--- src/rtl/cpu_pkg.sv ---
// Shared decode constants, ALU/result-select enums and the load-lane helper
// for the single-cycle RV32I core.
package cpu_pkg;

  // Base opcodes (instr[6:0])
  localparam logic [6:0] OP_LOAD   = 7'b0000011;
  localparam logic [6:0] OP_IMM    = 7'b0010011;
  localparam logic [6:0] OP_AUIPC  = 7'b0010111;
  localparam logic [6:0] OP_STORE  = 7'b0100011;
  localparam logic [6:0] OP_REG    = 7'b0110011;
  localparam logic [6:0] OP_LUI    = 7'b0110111;
  localparam logic [6:0] OP_BRANCH = 7'b1100011;
  localparam logic [6:0] OP_JALR   = 7'b1100111;
  localparam logic [6:0] OP_JAL    = 7'b1101111;

  // Load funct3 codes
  localparam logic [2:0] F3_LB  = 3'b000;
  localparam logic [2:0] F3_LH  = 3'b001;
  localparam logic [2:0] F3_LW  = 3'b010;
  localparam logic [2:0] F3_LBU = 3'b100;
  localparam logic [2:0] F3_LHU = 3'b101;

  // Branch funct3 codes
  localparam logic [2:0] F3_BEQ  = 3'b000;
  localparam logic [2:0] F3_BNE  = 3'b001;
  localparam logic [2:0] F3_BLT  = 3'b100;
  localparam logic [2:0] F3_BGE  = 3'b101;
  localparam logic [2:0] F3_BLTU = 3'b110;
  localparam logic [2:0] F3_BGEU = 3'b111;

  typedef enum logic [3:0] {
    ALU_ADD,
    ALU_SUB,
    ALU_SLL,
    ALU_SLT,
    ALU_SLTU,
    ALU_XOR,
    ALU_SRL,
    ALU_SRA,
    ALU_OR,
    ALU_AND
  } alu_op_e;

  typedef enum logic [1:0] {
    RES_ALU,
    RES_LOAD,
    RES_PC4,
    RES_UIMM
  } res_sel_e;

  // Pick the addressed byte/half out of a little-endian word and extend it.
  // A misaligned half uses the half named by addr[1]; lw always takes the
  // whole word regardless of the low address bits.
  function automatic logic [31:0] load_extract(input logic [2:0]  funct3,
                                               input logic [1:0]  addr_lo,
                                               input logic [31:0] rdata);
    logic [7:0]  v_byte;
    logic [15:0] v_half;
    logic [31:0] v_res;
    case (addr_lo)
      2'd0:    v_byte = rdata[7:0];
      2'd1:    v_byte = rdata[15:8];
      2'd2:    v_byte = rdata[23:16];
      default: v_byte = rdata[31:24];
    endcase
    v_half = addr_lo[1] ? rdata[31:16] : rdata[15:0];
    case (funct3)
      F3_LB:   v_res = {{24{v_byte[7]}}, v_byte};
      F3_LBU:  v_res = {24'd0, v_byte};
      F3_LH:   v_res = {{16{v_half[15]}}, v_half};
      F3_LHU:  v_res = {16'd0, v_half};
      default: v_res = rdata;
    endcase
    return v_res;
  endfunction

endpackage

--- src/rtl/cpu_regfile.sv ---
// 32 x 32-bit register file: two combinational read ports, one write port,
// x0 hard-wired to zero, whole array cleared synchronously on reset.
module cpu_regfile
  import cpu_pkg::*;
(
  input  logic        clk,
  input  logic        i_reset,
  input  logic        i_we,
  input  logic [4:0]  i_waddr,
  input  logic [31:0] i_wdata,
  input  logic [4:0]  i_raddr1,
  input  logic [4:0]  i_raddr2,
  output logic [31:0] o_rdata1,
  output logic [31:0] o_rdata2
);

  logic [31:0] r_regs [32];

  // Register write port with synchronous clear taking priority over writes.
  // NOTE: this array is reset on purpose (architectural state must clear);
  // ordinary data memories are left unreset so they map onto RAM macros.
  always_ff @(posedge clk) begin
    if (i_reset) begin
      for (int i = 0; i < 32; i++) begin
        r_regs[i] <= '0;
      end
    end else if (i_we && (i_waddr != 5'd0)) begin
      r_regs[i_waddr] <= i_wdata;
    end
  end

  assign o_rdata1 = (i_raddr1 == 5'd0) ? 32'd0 : r_regs[i_raddr1];
  assign o_rdata2 = (i_raddr2 == 5'd0) ? 32'd0 : r_regs[i_raddr2];

endmodule

--- src/rtl/cpu.sv ---
// Single-cycle RV32I core: registered PC, combinational decode, ALU, branch
// resolution, load extraction and write-back mux around cpu_regfile.
module cpu
  import cpu_pkg::*;
(
  input  logic        clk,
  input  logic        Reset,
  output logic [31:0] PC,
  input  logic [31:0] Instr,
  output logic [31:0] ALUResult,
  output logic        MemWrite,
  output logic [31:0] WriteData,
  input  logic [31:0] ReadData,
  output logic [31:0] Final_Result
);

  logic [31:0] r_pc;

  logic [6:0]  w_opcode;
  logic [4:0]  w_rd;
  logic [4:0]  w_rs1;
  logic [4:0]  w_rs2;
  logic [2:0]  w_funct3;
  logic        w_funct7_5;

  logic [31:0] w_imm_i;
  logic [31:0] w_imm_s;
  logic [31:0] w_imm_b;
  logic [31:0] w_imm_u;
  logic [31:0] w_imm_j;

  logic        w_reg_write;
  logic        w_mem_write;
  logic        w_src_a_pc;
  logic        w_src_b_imm;
  logic        w_branch;
  logic        w_jal;
  logic        w_jalr;
  logic [31:0] w_imm;
  alu_op_e     w_alu_op;
  res_sel_e    w_res_sel;

  logic [31:0] w_rs1_data;
  logic [31:0] w_rs2_data;
  logic [31:0] w_alu_a;
  logic [31:0] w_alu_b;
  logic [4:0]  w_shamt;
  logic [31:0] w_alu_result;
  logic        w_take_branch;
  logic [31:0] w_pc_plus4;
  logic [31:0] w_pc_target;
  logic [31:0] w_pc_next;
  logic [31:0] w_load_data;
  logic [31:0] w_result;

  assign w_opcode   = Instr[6:0];
  assign w_rd       = Instr[11:7];
  assign w_funct3   = Instr[14:12];
  assign w_rs1      = Instr[19:15];
  assign w_rs2      = Instr[24:20];
  assign w_funct7_5 = Instr[30];

  assign w_imm_i = {{20{Instr[31]}}, Instr[31:20]};
  assign w_imm_s = {{20{Instr[31]}}, Instr[31:25], Instr[11:7]};
  assign w_imm_b = {{19{Instr[31]}}, Instr[31], Instr[7], Instr[30:25], Instr[11:8], 1'b0};
  assign w_imm_u = {Instr[31:12], 12'd0};
  assign w_imm_j = {{11{Instr[31]}}, Instr[31], Instr[19:12], Instr[20], Instr[30:21], 1'b0};

  // Main decoder: control signals and immediate selection from the opcode.
  // NOTE: every output gets a default before the case so no path can leave
  // one unassigned and infer a latch.
  always_comb begin
    w_reg_write = 1'b0;
    w_mem_write = 1'b0;
    w_src_a_pc  = 1'b0;
    w_src_b_imm = 1'b1;
    w_branch    = 1'b0;
    w_jal       = 1'b0;
    w_jalr      = 1'b0;
    w_imm       = w_imm_i;
    w_alu_op    = ALU_ADD;
    w_res_sel   = RES_ALU;
    case (w_opcode)
      OP_LOAD: begin
        w_reg_write = 1'b1;
        w_res_sel   = RES_LOAD;
      end
      OP_IMM: begin
        w_reg_write = 1'b1;
        case (w_funct3)
          3'b000:  w_alu_op = ALU_ADD;
          3'b001:  w_alu_op = ALU_SLL;
          3'b010:  w_alu_op = ALU_SLT;
          3'b011:  w_alu_op = ALU_SLTU;
          3'b100:  w_alu_op = ALU_XOR;
          3'b101:  w_alu_op = w_funct7_5 ? ALU_SRA : ALU_SRL;
          3'b110:  w_alu_op = ALU_OR;
          default: w_alu_op = ALU_AND;
        endcase
      end
      OP_REG: begin
        w_reg_write = 1'b1;
        w_src_b_imm = 1'b0;
        case (w_funct3)
          3'b000:  w_alu_op = w_funct7_5 ? ALU_SUB : ALU_ADD;
          3'b001:  w_alu_op = ALU_SLL;
          3'b010:  w_alu_op = ALU_SLT;
          3'b011:  w_alu_op = ALU_SLTU;
          3'b100:  w_alu_op = ALU_XOR;
          3'b101:  w_alu_op = w_funct7_5 ? ALU_SRA : ALU_SRL;
          3'b110:  w_alu_op = ALU_OR;
          default: w_alu_op = ALU_AND;
        endcase
      end
      OP_STORE: begin
        // sb/sh are treated as sw: funct3 is ignored.
        w_mem_write = 1'b1;
        w_imm       = w_imm_s;
      end
      OP_BRANCH: begin
        w_branch    = 1'b1;
        w_src_b_imm = 1'b0;
        w_alu_op    = ALU_SUB;
        w_imm       = w_imm_b;
      end
      OP_JAL: begin
        w_reg_write = 1'b1;
        w_jal       = 1'b1;
        w_src_a_pc  = 1'b1;
        w_imm       = w_imm_j;
        w_res_sel   = RES_PC4;
      end
      OP_JALR: begin
        w_reg_write = 1'b1;
        w_jalr      = 1'b1;
        w_res_sel   = RES_PC4;
      end
      OP_LUI: begin
        w_reg_write = 1'b1;
        w_imm       = w_imm_u;
        w_res_sel   = RES_UIMM;
      end
      OP_AUIPC: begin
        w_reg_write = 1'b1;
        w_src_a_pc  = 1'b1;
        w_imm       = w_imm_u;
      end
      default: begin
        // Unknown opcode: defaults give no write, no store, PC+4.
      end
    endcase
  end

  cpu_regfile u_regfile (
    .clk      (clk),
    .i_reset  (Reset),
    .i_we     (w_reg_write),
    .i_waddr  (w_rd),
    .i_wdata  (w_result),
    .i_raddr1 (w_rs1),
    .i_raddr2 (w_rs2),
    .o_rdata1 (w_rs1_data),
    .o_rdata2 (w_rs2_data)
  );

  assign w_alu_a = w_src_a_pc  ? r_pc  : w_rs1_data;
  assign w_alu_b = w_src_b_imm ? w_imm : w_rs2_data;
  assign w_shamt = w_alu_b[4:0];

  // ALU: 32-bit wrap-around arithmetic, shifts use the low five bits of B.
  always_comb begin
    w_alu_result = 32'd0;
    case (w_alu_op)
      ALU_ADD:  w_alu_result = w_alu_a + w_alu_b;
      ALU_SUB:  w_alu_result = w_alu_a - w_alu_b;
      ALU_SLL:  w_alu_result = w_alu_a << w_shamt;
      ALU_SLT:  w_alu_result = {31'd0, $signed(w_alu_a) < $signed(w_alu_b)};
      ALU_SLTU: w_alu_result = {31'd0, w_alu_a < w_alu_b};
      ALU_XOR:  w_alu_result = w_alu_a ^ w_alu_b;
      ALU_SRL:  w_alu_result = w_alu_a >> w_shamt;
      ALU_SRA:  w_alu_result = $unsigned($signed(w_alu_a) >>> w_shamt);
      ALU_OR:   w_alu_result = w_alu_a | w_alu_b;
      ALU_AND:  w_alu_result = w_alu_a & w_alu_b;
      default:  w_alu_result = 32'd0;
    endcase
  end

  // Branch condition from the two register operands.
  always_comb begin
    w_take_branch = 1'b0;
    if (w_branch) begin
      case (w_funct3)
        F3_BEQ:  w_take_branch = (w_rs1_data == w_rs2_data);
        F3_BNE:  w_take_branch = (w_rs1_data != w_rs2_data);
        F3_BLT:  w_take_branch = ($signed(w_rs1_data) <  $signed(w_rs2_data));
        F3_BGE:  w_take_branch = ($signed(w_rs1_data) >= $signed(w_rs2_data));
        F3_BLTU: w_take_branch = (w_rs1_data <  w_rs2_data);
        F3_BGEU: w_take_branch = (w_rs1_data >= w_rs2_data);
        default: w_take_branch = 1'b0;
      endcase
    end
  end

  assign w_pc_plus4  = r_pc + 32'd4;
  assign w_pc_target = r_pc + w_imm;

  // Next-PC selection: jalr target, PC-relative target, or fall-through.
  always_comb begin
    w_pc_next = w_pc_plus4;
    if (w_jalr) begin
      w_pc_next = {w_alu_result[31:1], 1'b0};
    end else if (w_jal || w_take_branch) begin
      w_pc_next = w_pc_target;
    end
  end

  assign w_load_data = load_extract(w_funct3, w_alu_result[1:0], ReadData);

  // Write-back mux; also drives Final_Result when nothing is written.
  always_comb begin
    w_result = w_alu_result;
    case (w_res_sel)
      RES_ALU:  w_result = w_alu_result;
      RES_LOAD: w_result = w_load_data;
      RES_PC4:  w_result = w_pc_plus4;
      RES_UIMM: w_result = w_imm;
      default:  w_result = w_alu_result;
    endcase
  end

  // Program counter register; reset wins over any pending update.
  // NOTE: state registers use non-blocking assignment so every flop samples
  // pre-edge values regardless of process ordering.
  always_ff @(posedge clk) begin
    if (Reset) begin
      r_pc <= 32'd0;
    end else begin
      r_pc <= w_pc_next;
    end
  end

  assign PC           = r_pc;
  assign ALUResult    = w_alu_result;
  assign MemWrite     = w_mem_write;
  assign WriteData    = w_rs2_data;
  assign Final_Result = w_result;

endmodule

--- config.mk ---
export PLATFORM = sky130hd
export DESIGN_NAME = cpu
export DESIGN_NICKNAME = d
export VERILOG_FILES = /design/src/rtl/cpu_pkg.sv /design/src/rtl/cpu_regfile.sv /design/src/rtl/cpu.sv
export SDC_FILE = /design/constraint.sdc
export NUM_CORES = 2
export LEC_CHECK = 0
export CORE_MARGIN = 2
export CORE_UTILIZATION = 55
export DETAILED_ROUTE_END_ITERATION = 6
export GPL_TIMING_DRIVEN = 0
export PLACE_DENSITY_LB_ADDON = 0.08
export SLEW_MARGIN = 25
export SYNTH_ARGS = -nofsm -noshare
export SYNTH_HDL_FRONTEND = slang
export SYNTH_HIERARCHICAL = 1
export SYNTH_SLANG_ARGS = --single-unit
export TNS_END_PERCENT = 50
--- constraint.sdc ---
create_clock -name clk -period 50.1 [get_ports clk]
set_input_delay 15.03 -clock clk [delete_from_list [all_inputs] [get_ports clk]]
set_output_delay 15.03 -clock clk [all_outputs]
set_load 0.05 [all_outputs]
* Yosys cells after proc, flatten, opt, wreduce, memory -nomap -nowiden
Memories as Yosys holds them, arrays and structs flattened. Cells that the tools add are included.
Storage, ports and cells: register bits 32, memory bits (writable) 1024, output and inout port bits 129, memories kept 1
Operators by class: order comparisons 6, shifts and indexed selects 3, muxes and demuxes 34, $add $sub $neg 4, bitwise gates (word level) 3, equal/unequal tests 32, reduce and logical (&&, ||, !) cells 16
Memories:
- u_regfile.r_regs | words 32, bits a word 32, read ports 2, clocked after Yosys merged registers in 0, write ports 32, line cpu_regfile.sv:17 | logic [31:0] r_regs [32];
Operators by type and width (count):
- one-hot mux 32 bit (10 select lines) | 1
- one-hot mux 32 bit (4 select lines) | 2
- 2-to-1 mux 32 bit | 7
- < comparator 32 bit | 4
- one-hot mux 31 bit (4 select lines) | 1
- adder 32 bit | 2
- >= comparator 32 bit | 2
- one-hot mux 4 bit (7 select lines) | 2
- adder 32 x 3 -> 32 bit (second input constant) | 1
- AND 32 bit | 1
- == test 32 bit | 1
- inequality test 32 bit | 1
- bitwise OR 32 bit | 1
- OR reduction 32 bit | 1
- left shift 32 x 5 -> 32 bit | 1
- right shift 32 x 5 -> 32 bit | 1
- >>> shifter 32 x 5 -> 32 bit | 1
- subtractor 32 bit | 1
- XOR 32 bit | 1
- one-hot mux 8 bit (3 select lines) | 1
- == test 7 x 6 -> 1 bit (second input constant) | 3
- == test 7 bit (second input constant) | 3
- == test 4 x 3 -> 1 bit (second input constant) | 4
- 2-to-1 mux 16 bit | 1
- other kinds (24) | 54

* Depth between registers and ports, before layout
depth in word-level cells 11, gate-level depth with buffers 36, depth with buffers taken out 23

* By module
Netlist, hierarchy kept.
Modules (own cells, without submodules):
- cpu_regfile | instances 1, cells each 3502, seq. area each 30749.5 um^2, area an instance 54253.3 um^2
- cpu | instances 1, cells each 2425, seq. area each 640.6 um^2, area an instance 16002.8 um^2

* Worst setup path before layout
No wires, ideal clock.
kind in2out, start in Instr[21], end out Final_Result[28], data arrival time 23.662 ns, cell stages on the path 29, buffers on the path 8, slack 11.408 ns, path through buf_2 or3b_2 clkbuf_1 clkbuf_1 o22ai_1 a2111oi_1 nor3_1 inv_1 nand2_1 and2_1 clkbuf_1 buf_2 buf_1 buf_2 buf_1 ha_1 a21oi_1 o211ai_1 o21a_1 a21bo_2 a41oi_1 o21ai_0 a221oi_1 nand4b_1 nand3_1 xnor2_1 o21ai_0 nor2_1 a21oi_1
RTL lines:
- start: declaration | line cpu.sv:9 | input logic [31:0] Instr,
- memory read (32 x 32 bit) / zero test 5 bit (equally long branches)
- 2-to-1 mux 32 bit * | line cpu_regfile.sv:33 | assign o_rdata2 = (i_raddr2 == 5'd0) ? 32'd0 : r_regs[i_raddr2];
- named net WriteData[2] | line cpu.sv:12 | output logic [31:0] WriteData,
- 2-to-1 mux 32 bit * | line cpu.sv:167 | assign w_alu_b = w_src_b_imm ? w_imm : w_rs2_data;
- subtractor 32 bit (tied with other cells) | line cpu.sv:175 | ALU_SUB: w_alu_result = w_alu_a - w_alu_b;
- one-hot mux 32 bit (10 select lines) * | line cpu.sv:173 | case (w_alu_op)
- named net ALUResult[28] | line cpu.sv:10 | output logic [31:0] ALUResult,
- one-hot mux 32 bit (4 select lines) * | line cpu.sv:222 | case (w_res_sel)
- end: declaration | line cpu.sv:14 | output logic [31:0] Final_Result
The timed path passes the listed nets; every way through them passes the cells marked *.

* Final worst setup path
start in Instr[22], end out Final_Result[15]
On the way: cells in the longest elaborated chain, start to end 9
Ends and longest elaborated chain:
- memory read (32 x 32 bit) / zero test 5 bit (equally long branches)
- 2-to-1 mux 32 bit | line cpu_regfile.sv:33
- 2-to-1 mux 32 bit * | line cpu.sv:167
- subtractor 32 bit (tied with other cells) | line cpu.sv:175
- one-hot mux 32 bit (10 select lines) * | line cpu.sv:173
- == test 2 bit (tied with other cells) | line cpu_pkg.sv:60 | case (addr_lo)
- one-hot mux 8 bit (3 select lines) | line cpu_pkg.sv:60
- one-hot mux 32 bit (4 select lines) | line cpu_pkg.sv:67 | case (funct3)
- one-hot mux 32 bit (4 select lines) * | line cpu.sv:222
Every way passes the cells marked *; elsewhere a longest branch is shown, timed or not.

==> summary.md <==
| Metric | Value |
|---|---|
| Clock tree buffer depth | 3 |
| Core footprint | 0.127 mm² |
| Largest fanout on the critical path | 10 |
| Gate power share | 0.339 |
| Fin crit period | 43.99 ns |
| Final HPWL from detailed placement | 263000 µm |
| Aggregate negative setup slack | 0 ns |
| Vias after detailed routing | 61.7k |
| Most numerous cell in the Yosys netlist | sky130_fd_sc_hd__edfxtp_1 |
| Mux contribution to synthesized area | 0.212 |
| Wire length per cell after detailed routing | 44.9 µm |
| Count of different cell masters after synthesis | 99 |
| Share of the synthesized area in the top cell type | 0.438 |
| Post-synthesis simple-gate area fraction | 0.153 |
| Number of endpoints with negative hold slack in the final report | 0 |
| Syn Inst Count | 5927 |
| Number of storage elements in the synthesis netlist | 1056 |
| Synth warnings | 6 |
| Post-route design area | 0.0792 mm² |
| Final worst-path cycle share | 0.878 |
| Floorplan die area | 0.131 mm² |
| FFs w/ async S/R, synth | 0 |
| Signal arrival time at the worst endpoint | 28.96 ns |
| Clk network pwr share | 0.295 |
| CP endpoint kind | output port |
| Fraction of final layout cells sized beyond drive strength 1 | 0.173 |
| Pin count of the biggest net entering global routing | 33 |
| GRT met3 Usage | 0.234 |
| Worst hold slack | 0.868 ns |
| Number of H-tree levels | 3 |
| Hold Path Cell Cnt | 2 |
| Reg2reg path depth | 31 |
| Reg2reg end | u_regfile/r_regs[15][31] |
| Share of synthesized area occupied by flip-flops and latches | 0.447 |
| Per-cell via count in the routed design | 7.63 |
| Status | complete, but fails checks |
| Overall power consumption | 2.79 mW |
| Die Height | 361 µm |
| Clock tree from TritonCTS | built |
| Post-synthesis average cell area | 11.9 µm² |
| Effective utilization at floorplan | 0.552 |
| Cell row count | 131 |
| Synthesized-area fraction occupied by xor and xnor cells | 0.00860 |
| Switching share of total power | 0.385 |
| MaxCap Viol Count | 0 |
| Total of cells resized after clock tree synthesis | 0 |
| Max stage delay cell, worst path | sky130_fd_sc_hd__clkdlybuf4s50_1 |
| Number of global-route vias before repair | 57.8k |
| Num Clock Sinks | 1056 |
| Seq pwr share | 0.366 |
| Synth area leader | sky130_fd_sc_hd__edfxtp_1 |
| DRC violations left | 56 |
| Post-placement worst setup slack | 7.05 ns |
| Min-delay worst type | flop to flop |
| CTS Buf Count | 106 |
| Worst-margin pin slew | 1.37 ns |
| Met1 GRT Util | 0.627 |
| Antenna violations before repair | 25 |
| Adder-cell share of the synthesized area | 0.0295 |
| Tightest slew margin relative to the limit | 0.0774 |
| Hold Buf Count CTS | 0 |
| Clock transition at path regs | 0.07 ns |
| Flip-flop cell with the highest count after synthesis | sky130_fd_sc_hd__edfxtp_1 |
| Maximum clock skew at final layout | 0.0906 ns |
| Count of final setup violators | 0 |
| Synth area leaders | sky130_fd_sc_hd__edfxtp_1 44%, sky130_fd_sc_hd__mux4_2 15%, sky130_fd_sc_hd__and2_1 9.0% |
| Number of placed I/O pins | 195 |
| Beginning of the worst register-to-register path | u_regfile/r_regs[15][1] |
| Kind of critical path | input pin to output port |
| Leakage | 29.7 nW |
| Overall track demand over capacity in global routing | 0.548 |
| Areal power density over the cells | 35.2 mW/mm² |
| Combinational family with the most area after synthesis | multiplexers |
| Maximum VDD drop | 0.0401 mV |
| Clk_lat worst skew | 0.79 ns |
| Final weighted congestion of routability-driven global placement | 1.12 |
| Number of pins exceeding their max-slew limit in the final report | 0 |
| Most instantiated cells after synthesis | 1024 x sky130_fd_sc_hd__edfxtp_1, 1015 x sky130_fd_sc_hd__and2_1, 479 x sky130_fd_sc_hd__mux4_2 |
| DR pass1 iterations | 7 |
| RSZ-0062 raised after global routing | no |
| Width of the die | 361 µm |
| Post-synthesis cell area | 0.0703 mm² |
| Net count reported at finish | 6538 |
| Buffer type at the clock tree root | sky130_fd_sc_hd__clkbuf_16 |
| Switching power summed over all nets | 1.07 mW |
| F_max | 22.7 MHz |
| Compound-gate portion of the synthesized area | 0.106 |
| Grt met2 use | 0.767 |
| Buffers inserted during post-CTS setup optimization | 0 |
| Wire length of the first global-routing pass | 485000 µm |
| Crit start category | input pin |
| Antenna-violating nets left | 0 |
| Worst Setup Slack, final | 6.11 ns |
| Number of buffers added on ports | 191 |
| Number of synthesized flops with an enable pin | 1024 |
| Violations in the final reports | design-rule violations |
| Required time of the critical path | 35.07 ns |
| Placed Area | 0.0755 mm² |
| Worst reg-to-reg setup slack | 38.22 ns |
| Gr busiest metal | met2 |
| Crit-path most repeated cell | sky130_fd_sc_hd__buf_2 |
| First-iteration detailed-routing DRC count | 12.0k |
| Internal power consumption | 1.71 mW |
| Area added between synthesis and finish | 12.8% |
| Remaining global-route overflow | 0 |
| Largest stage delay on the critical path | 0.97 ns |
| Final routed wirelength across all metal layers | 363000 µm |
## flip-flops by register name, indices dropped and copies added (netlist names), named ones only
name	count
PC	31
u_regfile/r_regs	1024
## placed cells by master (no fill, tap or decap), drive strengths merged, types with 64 or more instances in the layout
cell type	count
ha	161
o22ai	134
nor2	275
mux4	479
buf	217
nor3	117
o21ai	166
mux2i	333
a21oi	238
clkbuf	525
edfxtp	1024
mux2	64
and2	1016
nand2	261
inv	165
clkdlybuf4s50	191
a2111oi	67
## worst max-delay path, delay by kind of cell
| kind | cells | cell delay, ns |
|---|---|---|
| buffers and inverters | 13 | 6.80 |
| AOI/OAI and AO/OA | 9 | 3.38 |
| and+or+nand+nor | 10 | 3.22 |
| adders and majority gates | 1 | 0.43 |
## per-stage QoR
step	instances	util
2_1_floorplan	5958	-
3_3_place_gp	7811	0.585
3_5_place_dp	7859	0.594
4_1_cts	8058	0.622
5_1_grt	8067	0.623
6_report	8080	0.623
## layer usage
layer,vias up,share of wire
li1,23300,-
met5,-,0.0012
met2,6643,0.41
met1,30000,0.31
met4,16,0.12
met3,1779,0.16
## power groups by stage
stage                     sequential, mW  clock [mW]  combinational, mW
after floorplan                     1.03           0              0.449
after global placement              1.03           0              0.834
after detailed placement            1.04           0              0.876
after CTS                           1.02       0.814              0.880
after global routing                1.02       0.847              0.935
final                               1.02       0.822              0.943
## final cells by class
class,count,area [µm²]
diodes,19,47.5
plain buffers,565,2570
clock buffers,126,2750
clock inverters,73,785
fillers,9820,47900
inverters,164,616
multi-input cells,4173,36500
flip-flops and latches,1056,31400
well taps,1662,2080
repair buffers,242,2460
## cell families (layout without fill, tap and decap cells)
group / count (synthesis) / after routing
and+or+nand+nor: 1949 / 1949
DFF: 1056 / 1056
adders and majority gates: 164 / 164
AOI/OAI and AO/OA: 1083 / 1083
xor gates and xnor gates: 69 / 69
other: 1 / 51
buffers and inverters: 729 / 1170
muxes: 876 / 876
## worst max path at each step
stage / from / endpoint / slack, ns / depth (start not counted)
5_1_grt: Instr[22] / Final_Result[15] / 6.39 / 33
3_3_place_gp: Instr[22] / Final_Result[21] / 4.58 / 28
6_report: Instr[22] / Final_Result[15] / 6.11 / 33
2_1_floorplan: Instr[21] / Final_Result[28] / 11.41 / 29
4_1_cts: Instr[22] / Final_Result[15] / 7.00 / 33
3_5_place_dp: Instr[22] / Final_Result[15] / 7.05 / 33
No activity file was read; power rests on OpenSTA's default activity.
